File: config.mk
export PLATFORM = sky130hd
export DESIGN_NAME = func_call_arbiter
export DESIGN_NICKNAME = d
export VERILOG_FILES = /design/src/rtl/func_call_arbiter.sv
export SDC_FILE = /design/constraint.sdc
export NUM_CORES = 1
export LEC_CHECK = 0
export ABC_AREA = 1
export ABC_CLOCK_PERIOD_IN_PS = 4360
export BUFFER_PORTS_ARGS = -buffer_cell sky130_fd_sc_hd__buf_2
export CELL_PAD_IN_SITES_DETAIL_PLACEMENT = 0
export CELL_PAD_IN_SITES_GLOBAL_PLACEMENT = 1
export CORE_AREA = 8 8 137 139
export DETAILED_ROUTE_END_ITERATION = 8
export DIE_AREA = 0 0 145 147
export GPL_TIMING_DRIVEN = 0
export PLACE_DENSITY_LB_ADDON = 0.1
export SYNTH_ARGS = -nofsm -noshare
export SYNTH_HDL_FRONTEND = slang
export SYNTH_SLANG_ARGS = --single-unit
File: constraint.sdc
create_clock -name clock -period 4.36 [get_ports clock]
set_input_delay 0.872 -clock clock [delete_from_list [all_inputs] [get_ports clock]]
set_output_delay 0.872 -clock clock [all_outputs]
set_load 0.05 [all_outputs]
File: src/rtl/func_call_arbiter.sv
// -----------------------------------------------------------------------------
// func_call_arbiter
//
// Shares a single function unit among NREQ requesters. A requester raises req
// and holds its operand pair; the arbiter picks one requester round-robin,
// registers its operands, strobes fu_request for one cycle, waits for fu_out,
// and returns fu_result to that requester alone with a one-cycle done pulse.
//
// Optional feature macro: FUNC_ARB_TIMEOUT_EN
//   defined   : a call that sees no fu_out within TMO_CYC WAIT cycles completes
//               with result=0 and a timeout pulse alongside done.
//   undefined : WAIT is unbounded and timeout is tied low. The ports are the
//               same in both builds.
//
// Parameters
//   NREQ     number of requesters (2..8)
//   W        operand / result width
//   TMO_CYC  timeout limit in WAIT cycles (>= 2, fits in 16 bits)
//
// Ports
//   clock       in   single clock, all state on posedge
//   reset       in   asynchronous, active-high
//   req         in   per-requester level request, held until its done
//   in1_bus     in   operand 1, requester i at [i*W +: W]
//   in2_bus     in   operand 2, same packing
//   done        out  one-cycle, one-hot completion pulse to the granted requester
//   result      out  call result, held until the next done
//   busy        out  call in progress (ISSUE, WAIT or DONE)
//   timeout     out  one-cycle pulse with done on a timed-out call
//   fu_request  out  one-cycle call strobe to the function unit
//   fu_in1      out  registered operand 1, stable from ISSUE to DONE
//   fu_in2      out  registered operand 2
//   fu_out      in   function unit completion pulse
//   fu_result   in   function unit result, valid with fu_out
// -----------------------------------------------------------------------------
module func_call_arbiter #(
  parameter int NREQ    = 2,
  parameter int W       = 32,
  parameter int TMO_CYC = 255
) (
  input  logic              clock,
  input  logic              reset,
  input  logic [NREQ-1:0]   req,
  input  logic [NREQ*W-1:0] in1_bus,
  input  logic [NREQ*W-1:0] in2_bus,
  output logic [NREQ-1:0]   done,
  output logic [W-1:0]      result,
  output logic              busy,
  output logic              timeout,
  output logic              fu_request,
  output logic [W-1:0]      fu_in1,
  output logic [W-1:0]      fu_in2,
  input  logic              fu_out,
  input  logic [W-1:0]      fu_result
);

  localparam int GW = (NREQ > 1) ? $clog2(NREQ) : 1;

  // Elaboration-time guard on the parameter ranges this design supports.
  if (NREQ < 2 || NREQ > 8 || TMO_CYC < 2 || TMO_CYC > 65535) begin : g_param_check
    $error("func_call_arbiter: parameter out of supported range");
  end

  typedef enum logic [1:0] {
    S_IDLE  = 2'd0,
    S_ISSUE = 2'd1,
    S_WAIT  = 2'd2,
    S_DONE  = 2'd3
  } state_t;

  state_t          state_q, state_d;
  logic [GW-1:0]   ptr_q, ptr_d;       // highest-priority requester for next pick
  logic [GW-1:0]   grant_q, grant_d;   // requester owning the current call
  logic [W-1:0]    opa_q, opa_d;
  logic [W-1:0]    opb_q, opb_d;
  logic [W-1:0]    result_q, result_d;

`ifdef FUNC_ARB_TIMEOUT_EN
  localparam logic [15:0] TMO_LAST = 16'(TMO_CYC - 1);
  logic [15:0]     timer_q, timer_d;
  logic            tmo_q, tmo_d;
`endif

  // ---------------------------------------------------------------------------
  // Round-robin pick: first set req bit at or above ptr_q, wrapping at NREQ.
  // ---------------------------------------------------------------------------
  logic [GW-1:0] pick;
  logic [GW-1:0] cand;
  logic          found;

  always_comb begin
    // NOTE: every variable written here gets a default first, so no path can
    // leave it unassigned and infer a latch.
    pick  = ptr_q;
    cand  = ptr_q;
    found = 1'b0;
    for (int k = 0; k < NREQ; k++) begin
      cand = GW'((int'(ptr_q) + k) % NREQ);
      if (!found && req[cand]) begin
        found = 1'b1;
        pick  = cand;
      end
    end
  end

  // ---------------------------------------------------------------------------
  // State register
  // ---------------------------------------------------------------------------
  always_ff @(posedge clock or posedge reset) begin
    if (reset) begin
      state_q  <= S_IDLE;
      ptr_q    <= '0;
      grant_q  <= '0;
      opa_q    <= '0;
      opb_q    <= '0;
      result_q <= '0;
`ifdef FUNC_ARB_TIMEOUT_EN
      timer_q  <= '0;
      tmo_q    <= 1'b0;
`endif
    end else begin
      // NOTE: non-blocking assignments so every register samples the values
      // from before this edge, independent of statement order.
      state_q  <= state_d;
      ptr_q    <= ptr_d;
      grant_q  <= grant_d;
      opa_q    <= opa_d;
      opb_q    <= opb_d;
      result_q <= result_d;
`ifdef FUNC_ARB_TIMEOUT_EN
      timer_q  <= timer_d;
      tmo_q    <= tmo_d;
`endif
    end
  end

  // ---------------------------------------------------------------------------
  // Next-state and datapath-next logic
  // ---------------------------------------------------------------------------
  always_comb begin
    state_d  = state_q;
    ptr_d    = ptr_q;
    grant_d  = grant_q;
    opa_d    = opa_q;
    opb_d    = opb_q;
    result_d = result_q;
`ifdef FUNC_ARB_TIMEOUT_EN
    timer_d  = timer_q;
    tmo_d    = tmo_q;
`endif

    unique case (state_q)
      S_IDLE: begin
        if (|req) begin
          grant_d = pick;
          // Constant-index mux keeps the operand capture width-exact.
          for (int i = 0; i < NREQ; i++) begin
            if (pick == GW'(i)) begin
              opa_d = in1_bus[i*W +: W];
              opb_d = in2_bus[i*W +: W];
            end
          end
          state_d = S_ISSUE;
        end
      end

      S_ISSUE: begin
        state_d = S_WAIT;
`ifdef FUNC_ARB_TIMEOUT_EN
        timer_d = '0;
        tmo_d   = 1'b0;
`endif
      end

      S_WAIT: begin
        // fu_out takes priority over the timeout limit in the same cycle.
        if (fu_out) begin
          result_d = fu_result;
          state_d  = S_DONE;
        end
`ifdef FUNC_ARB_TIMEOUT_EN
        else if (timer_q == TMO_LAST) begin
          result_d = '0;
          tmo_d    = 1'b1;
          state_d  = S_DONE;
        end else begin
          timer_d = timer_q + 16'd1;
        end
`endif
      end

      S_DONE: begin
        ptr_d   = (grant_q == GW'(NREQ - 1)) ? '0 : grant_q + 1'b1;
        state_d = S_IDLE;
      end

      default: state_d = S_IDLE;
    endcase
  end

  // ---------------------------------------------------------------------------
  // Outputs
  // ---------------------------------------------------------------------------
  always_comb begin
    done       = '0;
    busy       = (state_q != S_IDLE);
    fu_request = (state_q == S_ISSUE);
    timeout    = 1'b0;
    if (state_q == S_DONE) begin
      done[grant_q] = 1'b1;
`ifdef FUNC_ARB_TIMEOUT_EN
      timeout = tmo_q;
`endif
    end
  end

  assign result = result_q;
  assign fu_in1 = opa_q;
  assign fu_in2 = opb_q;

endmodule

== Word-level counts from Yosys, hierarchy flattened ==
Cells that the tools add are included.
Storage, ports and cells
  bits in registers: 100
  input port bits: 165
  output and inout port bits: 101
  logic and storage cells: 41
Cells by class
  add/sub/neg operators: 2
  magnitude comparators: 4
  equality and inequality tests: 5
  mux-type cells: 15
  reduce and logical (&&, ||, !) cells: 9
Operator list (number)
  32-bit 2-to-1 mux: 2
  1-bit 2-to-1 mux: 8
  2-bit one-hot mux with 4 select lines: 1
  1-bit by 2-bit < comparator with 1-bit output (second input constant): 3
  2-bit 2-to-1 mux: 3
  2-bit AND reduction: 3
  2-bit equality test (second input constant): 2
  2-bit inequality test (second input constant): 2
  1-bit adder (second input constant): 2
  2-bit by 1-bit equality test with 1-bit output (second input constant): 1
  1-bit logical AND: 2
  2-bit logical NOT: 1
  2-bit nonzero test: 1
  2-bit OR reduction: 1
  1-bit demux with 1-bit select: 1
  1-bit >= comparator (second input constant): 1
  1-bit logical NOT: 1

== Logic depth before layout (Yosys ltp) ==
Gate-level depths: netlist of run 1.
  depth after elaboration: 7
  gate-level depth with buffers: 9
  gate-level depth less buffers: 7

== Worst setup path before layout of run 1 ==
Ideal clock, no wire load.
  path kind: flip-flop to output port
  from: reg state_q[0]
  to: out done[0]
  arrival time: 1.224 ns
  required time: 3.488 ns
  setup slack: 2.264 ns
  stages on the path, launching flop included: 4
  buffers on the path: 0
  cell sequence: dfrtp_1 > ha_1 > inv_1 > nor2_1
Between the ends
  longest elaborated chain between the ends: 2
RTL lines
  start, declared: line 71  | state_t state_q, state_d;
  start signal, assigned: line 124  | state_q <= state_d;
  2-bit equality test: line 209  | if (state_q == S_DONE) begin
  2-bit 2-to-1 mux: line 209
  end, declared: line 46  | output logic [NREQ-1:0] done,
Every way passes these cells.

== Final worst setup path of run 1 ==
  from: reg state_q[0]
  to: out busy
Between the ends
  longest elaborated chain between the ends: 1
RTL lines
  2-bit nonzero test: line 206  | busy = (state_q != S_IDLE);
  end, declared: line 48  | output logic busy,
Every way passes these cells.

==> summary.md, run 1 <==
| Metric | Value |
|---|---|
| Share of cells above drive strength 1 | 0.378 |
| First-pass GRT wire length | 27.5 mm |
| Flops & latches, synth | 100 |
| Slew of the pin with the lowest slew margin | 0.785 ns |
| Slew Limit Fails | 0 |
| Tmin final | 2.31 ns |
| GRT Total Usage | 0.161 |
| # IOs | 266 |
| Final antenna diode count | 0 |
| Setup-failing EPs final | 0 |
| Synth cell types | 17 |
| Crit. End Element | primary output |
| Synth Cell Area | 0.00522 mm² |
| Unrepaired setup endpoints after global routing | false |
| Lkg Pwr | 4.37 nW |
| Die ar. | 0.0213 mm² |
| Final Instance Area | 0.00714 mm² |
| Final Hold Viols | 0 |
| Hold WS | 0.473 ns |
| Max_cap viols | 0 |
| Synth top area share | 0.479 |
| GPL Wtd Cong | 0.737 |
| Via count | 4863 |
| Drt wl/cell | 14.8 µm |
| Placed cell area | 0.00685 mm² |
| CTS max path bufs | 2 |
| Synth top area cells | dfrtp_1 48%, nand2_1 14%, nand3_1 12% |
| Core Area | 0.0168 mm² |
| Post-DP HPWL | 13.1 mm |
| Worst Hold Class | reg -> reg |
| Largest net degree at the start of global routing | 59 |
| Setup TNS | 0 ns |
| Syn Nets | 825 |
| Clock transition at the registers of the reported paths | 0.08 ns |
| Met1 usage | 0.198 |
| DRT Pass-1 Iters | 4 |
| Vias per std cell | 4.19 |
| GRT Max-Usage Layer | met2 |
| Crit path arrival time | 1.44 ns |
| # fillers | 1783 |
| Crit Path Class | reg -> out |
| Sequential area share after synthesis | 0.479 |
| Max Clock Skew | 0.00937 ns |
| GR Util met2 | 0.261 |
| Clock tree root buffer cell | clkbuf_16 |
| Post-Route WL | 17.1 mm |
| Total grt overflow | 0 |
| Period utilization | 0.531 |
| 1st-iter DRT viols | 236 |
| Layout Nets | 1101 |
| CTS tree | yes |
| Cell taking the most area after synthesis | dfrtp_1 |
| Clock Sinks | 100 |
| Setup bufs post-CTS | 0 |
| Number of global-route vias before repair | 5009 |
| Area added between synthesis and finish | 36.9% |
| Max Clock Freq | 432 MHz |
| Std cell rows | 48 |
| CTS hold repair buffers | 0 |
| Outcome | completed |
| Initial antenna violation count | 2 |
| Post-Synthesis Cells | 655 |
| Critical Path RT | 3.49 ns |
| Initial Util | 0.312 |
| CTS Buf Count | 9 |
| Number of buffers added on ports | 264 |
| Cell count after placement | 1145 |
| Post-route ant nets | 0 |
| Synth Area per Inst | 7.97 µm² |
| PwrDens | 853 mW/mm² |
| Crit path max fanout | 4 |
| H-Tree Depth | 3 |
| Layout Cells excl Fill | 1161 |
| Met3 Use GR | 0.0541 |
| DRC violations left | 0 |
| Worst setup SP type | register |
| Synth warn | 0 |
| Clock latency on the worst-skew pair | 0.36 ns |
| Peak VDD IR | 0.368 mV |
| Die Span Y | 147 µm |
| Chip Width | 145 µm |
| Relative slew slack | 0.477 |
| CTS resizes | 0 |
==> cell usage in the layout (no fill, tap or decap), types with 2 or more instances in the layout <==
master	instances
nand2_1	201
clkbuf_1	3
clkbuf_16	9
buf_2	271
inv_1	136
inv_6	3
buf_6	16
inv_2	3
ha_1	5
o21ai_0	3
nor2_1	2
nand3_1	129
buf_4	13
dfrtp_1	100
mux2_2	32
==> metal layers <==
| metal | vias up | share of wire |
|---|---|---|
| met3 | 17 | 0.076 |
| met1 | 2172 | 0.44 |
| met4 | 4 | 0.013 |
| li1 | 2524 | - |
| met5 | - | 0.0011 |
| met2 | 146 | 0.47 |
==> logic make-up (layout without fill, tap and decap cells) <==
| family | Yosys count | count (layout) | synth area share |
|---|---|---|---|
| and+or+nand+nor | 332 | 332 | 0.270 |
| buffers and inverters | 179 | 460 | 0.163 |
| DFF | 100 | 100 | 0.479 |
| muxes | 32 | 32 | 0.0690 |
| AOI/OAI and AO/OA | 6 | 6 | 0.00647 |
| adders and majority gates | 5 | 5 | 0.0120 |
| other | 1 | 1 | 0.000718 |
==> final cells by class <==
type	instances	area, µm²	area share
Buffer	39	324	0.0454
Clock buffer	9	225	0.0315
Clock inverter	7	66.3	0.00928
Inverter	140	528	0.0739
Multi-Input combinational cell	376	1870	0.261
Sequential cell	100	2500	0.350
Tap cell	225	282	0.0394
Timing Repair Buffer	265	1350	0.189
==> synthesized netlist by cell type <==
cell type,count
nor2_1,2
o21ai_0,3
buf_4,13
buf_6,16
inv_2,3
o21ai_1,1
inv_1,137
nand3_1,129
a21oi_1,1
ha_1,5
conb_1,1
buf_2,7
dfrtp_1,100
a21oi_2,1
mux2_2,32
clkbuf_1,3
nand2_1,201
==> state kept, by name, indices dropped and copies added (netlist names) <==
signal / cells
grant_q: 1
fu_in1: 32
result: 32
state_q: 2
ptr_q: 1
fu_in2: 32
==> per-stage QoR <==
step / power [W] / util / setup slack, ns
after global placement: 0.00535 / 0.407 / -0.660
after detailed placement: 0.00536 / 0.409 / 2.36
after global routing: 0.00649 / 0.426 / 1.97
final: 0.00609 / 0.426 / 2.05
after floorplan: 0.00440 / - / 0.869
after CTS: 0.00619 / 0.426 / 2.01
==> worst max-delay path: stages (launching register included) <==
cell	delay (ns)
dfrtp_1	0.41
inv_1	0.10
ha_1	0.21
inv_1	0.08
buf_2	0.28
==> power breakdown <==
group / total [W] / switching (W) / internal, W / leakage, nW
Sequential: 0.00163 / 0.000224 / 0.00140 / 1.21
Combinational: 0.00366 / 0.00269 / 0.000965 / 3.02
Clock: 0.000805 / 0.000403 / 0.000402 / 0.142
==> worst paths after layout <==
kind,startpoint,endpoint,slack [ns],depth (start not counted)
max,state_q[0]$_DFFE_PP0P_,busy,2.05,4
min,fu_in2[28]$_DFFE_PP0P_,fu_in2[28]$_DFFE_PP0P_,0.47,2
max reg2reg,state_q[0]$_DFFE_PP0P_,result[26]$_DFFE_PP0P_,2.76,5
min reg2reg,fu_in2[28]$_DFFE_PP0P_,fu_in2[28]$_DFFE_PP0P_,0.47,2
max in group asynchronous,reset,fu_in2[28]$_DFFE_PP0P_,3.00,3
min in group asynchronous,reset,fu_in1[12]$_DFFE_PP0P_,0.66,2
No activity file was read; power rests on OpenSTA's default activity.
==> run 2, diff against run 1 <==
- ABC_CLOCK_PERIOD_IN_PS: 4360 -> 2200
- clock period: 4.36 -> 2.2 ns (I/O delays scaled with it)
==> run 2 against run 1 <==
Effect of this change:
- register-to-register slack worse by 2.2 ns
- setup slack worse by 1.7 ns
- sequential power is 98% higher
- cell count is 0.17% higher
- total power is 98% higher
- clock skew is 0.0040 ns lower
- hold slack worse by 0.29 ns
- clock power is 98% higher
- combinational power is 98% higher
- largest power group unchanged
- highest routed layer unchanged
==> summary.md, run 2 (synthesis results as in run 1) <==
| Metric | Value |
|---|---|
| Setup TNS | 0 ns (unchanged) |
| Crit path arrival time | 1.41 ns (-0.03 ns) |
| CTS Buf Count | 9 (unchanged) |
| Hold WS | 0.178 ns (-0.295 ns) |
| Drt wl/cell | 14.6 µm (-1.1%) |
| R2R Setup Slk | 0.59 ns (-2.17 ns) |
| Number of global-route vias before repair | 4931 (-1.6%) |
| Share of cells above drive strength 1 | 0.380 (+0.00133) |
| Max Clock Skew | 0.00534 ns (-0.00403 ns) |
| Core Area | 0.0168 mm² (unchanged) |
| Worst setup SP type | register |
| Lkg Pwr | 4.38 nW (+0.29%) |
| DRC violations left | 0 (unchanged) |
| Post-route ant nets | 0 (unchanged) |
| Die ar. | 0.0213 mm² (unchanged) |
| CTS resizes | 0 (unchanged) |
| RR Startpoint | state_q[0]$_DFFE_PP0P_ |
| Area added between synthesis and finish | 37.8% |
| Placed cell area | 0.00689 mm² (+0.60%) |
| Initial antenna violation count | 2 (unchanged) |
| Final antenna diode count | 0 (unchanged) |
| Clock latency on the worst-skew pair | 0.35 ns (about the same) |
| Tmin final | 1.85 ns |
| DRT Pass-1 Iters | 4 (unchanged) |
| GPL Wtd Cong | 0.710 (-3.7%) |
| Clock Sinks | 100 (unchanged) |
| Critical Path RT | 1.76 ns (-1.73 ns) |
| R2r endpoint | result[26]$_DFFE_PP0P_ |
| Unrepaired setup endpoints after global routing | false |
| Outcome | completed |
| First-pass GRT wire length | 27.2 mm (-1.3%) |
| 1st-iter DRT viols | 196 (-17%) |
| Vias per std cell | 4.13 (-1.4%) |
| Worst reg-to-reg path cell count | 5 (unchanged) |
| # IOs | 266 (unchanged) |
| Worst Hold Class | in -> async |
| Crit. End Element | primary output |
| Switching part of the total | 0.542 (-0.00293) |
| Slew Limit Fails | 0 (unchanged) |
| Number of buffers added on ports | 264 (unchanged) |
| Final Instance Area | 0.00719 mm² (+0.68%) |
| Clock tree root buffer cell | clkbuf_16 |
| H-Tree Depth | 3 (unchanged) |
| CTS hold repair buffers | 0 (unchanged) |
| Final Hold Viols | 0 (unchanged) |
| Crit Path Class | reg -> out |
| Setup bufs post-CTS | 0 (unchanged) |
| Peak VDD IR | 0.707 mV (+92%) |
| Post-DP HPWL | 13.2 mm (+0.80%) |
| CTS max path bufs | 2 (unchanged) |
| Total grt overflow | 0 (unchanged) |
| Cell count after placement | 1147 (+0.17%) |
| PwrDens | 1680 mW/mm² (+97%) |
| Layout Cells excl Fill | 1163 (+0.17%) |
| Setup-failing EPs final | 0 (unchanged) |
| Logic pwr share | 0.602 (about the same) |
| Slew of the pin with the lowest slew margin | 0.680 ns (-0.105 ns) |
| Relative slew slack | 0.546 (+0.0690) |
| Initial Util | 0.312 (unchanged) |
| Chip Width | 145 µm (unchanged) |
| Commonest non-fill, non-tap cell in the layout | buf_2 |
| Sequential Power Share | 0.267 (about the same) |
| Commonest cells after routing, fill and taps aside | 271 x buf_2, 201 x nand2_1, 136 x inv_1 |
| Via count | 4805 (-1.2%) |
| Clock share of power | 0.132 (about the same) |
| Max_cap viols | 0 (unchanged) |
| Period utilization | 0.843 |
| Max Clock Freq | 539 MHz |
| GRT Total Usage | 0.159 (-0.00180) |
| Die Span Y | 147 µm (unchanged) |
| Sw power | 0.00654 W (+97%) |
| Largest net degree at the start of global routing | 29 (-51%) |
| Crit path max fanout | 4 (unchanged) |
| Std cell rows | 48 (unchanged) |
| Clock transition at the registers of the reported paths | 0.07 ns (about the same) |
| Tot Pwr | 0.0121 W (+98%) |
| CTS tree | yes |
| Post-Route WL | 17.0 mm (-0.94%) |
| Internal | 0.00552 W (+99%) |
| Layout Nets | 1103 (+0.18%) |
## run 2: changes by cell type in the layout (fill, tap and decap cells not counted)
cell	previous run	this run
inv_4	1	0
buf_12	0	2
clkbuf_8	0	1
clkinvlp_4	1	3
clkinv_2	1	0
clkinv_4	0	2
inv_6	3	0
## run 2: power by group through the flow
stage | Clock (W) | Sequential, W | Combinational, W
floorplan | 0 | 0.00638 | 0.00234
global placement | 0 | 0.00323 | 0.00737
detailed placement | 0 | 0.00324 | 0.00741
CTS | 0.00165 | 0.00322 | 0.00742
global route | 0.00172 | 0.00335 | 0.00778
finish | 0.00159 | 0.00322 | 0.00726
## run 2: metal layers
metal / vias to the layer above / share of wire / global-route usage
met1: 2106 / 0.44 / 0.200
met2: 151 / 0.47 / 0.255
li1: 2528 / - / -
met4: 4 / 0.012 / 0.0489
met3: 16 / 0.069 / 0.0508
met5: - / 0.0014 / 0
## run 2: worst max path at each step
stage,slack (ns),startpoint,to,cells after the start
2_1_floorplan,0.54,state_q[0]$_DFFE_PP0P_,done[0],3
3_3_place_gp,-0.31,reset,fu_in2[16]$_DFFE_PP0P_,2
3_5_place_dp,0.59,state_q[0]$_DFFE_PP0P_,result[26]$_DFFE_PP0P_,5
4_1_cts,0.31,state_q[0]$_DFFE_PP0P_,busy,4
5_1_grt,0.24,state_q[0]$_DFFE_PP0P_,busy,4
6_report,0.35,state_q[0]$_DFFE_PP0P_,busy,4
## run 2: worst max-delay path, stage by stage (launching register included)
cell and delay (ns):
dfrtp_1 0.40, inv_1 0.09, ha_1 0.21, inv_1 0.08, buf_2 0.28
## run 2: area by class of cell
cell class                 instances  area [µm²]
fill                            1832        9560
sequential                       100        2500
multi-input combinational        376        1870
timing repair buffer             267        1390
inverter                         140         529
buffer                            39         324
tap                              225         282
clock buffer                      10         239
clock inverter                     6        60.1
## run 2: metrics by stage
| step | setup WS (ns) | utilization |
|---|---|---|
| CTS | 0.306 | 0.429 |
| global placement | -0.306 | 0.407 |
| global route | 0.244 | 0.429 |
| detailed placement | 0.588 | 0.411 |
| floorplan | 0.536 | - |
| finish | 0.346 | 0.429 |
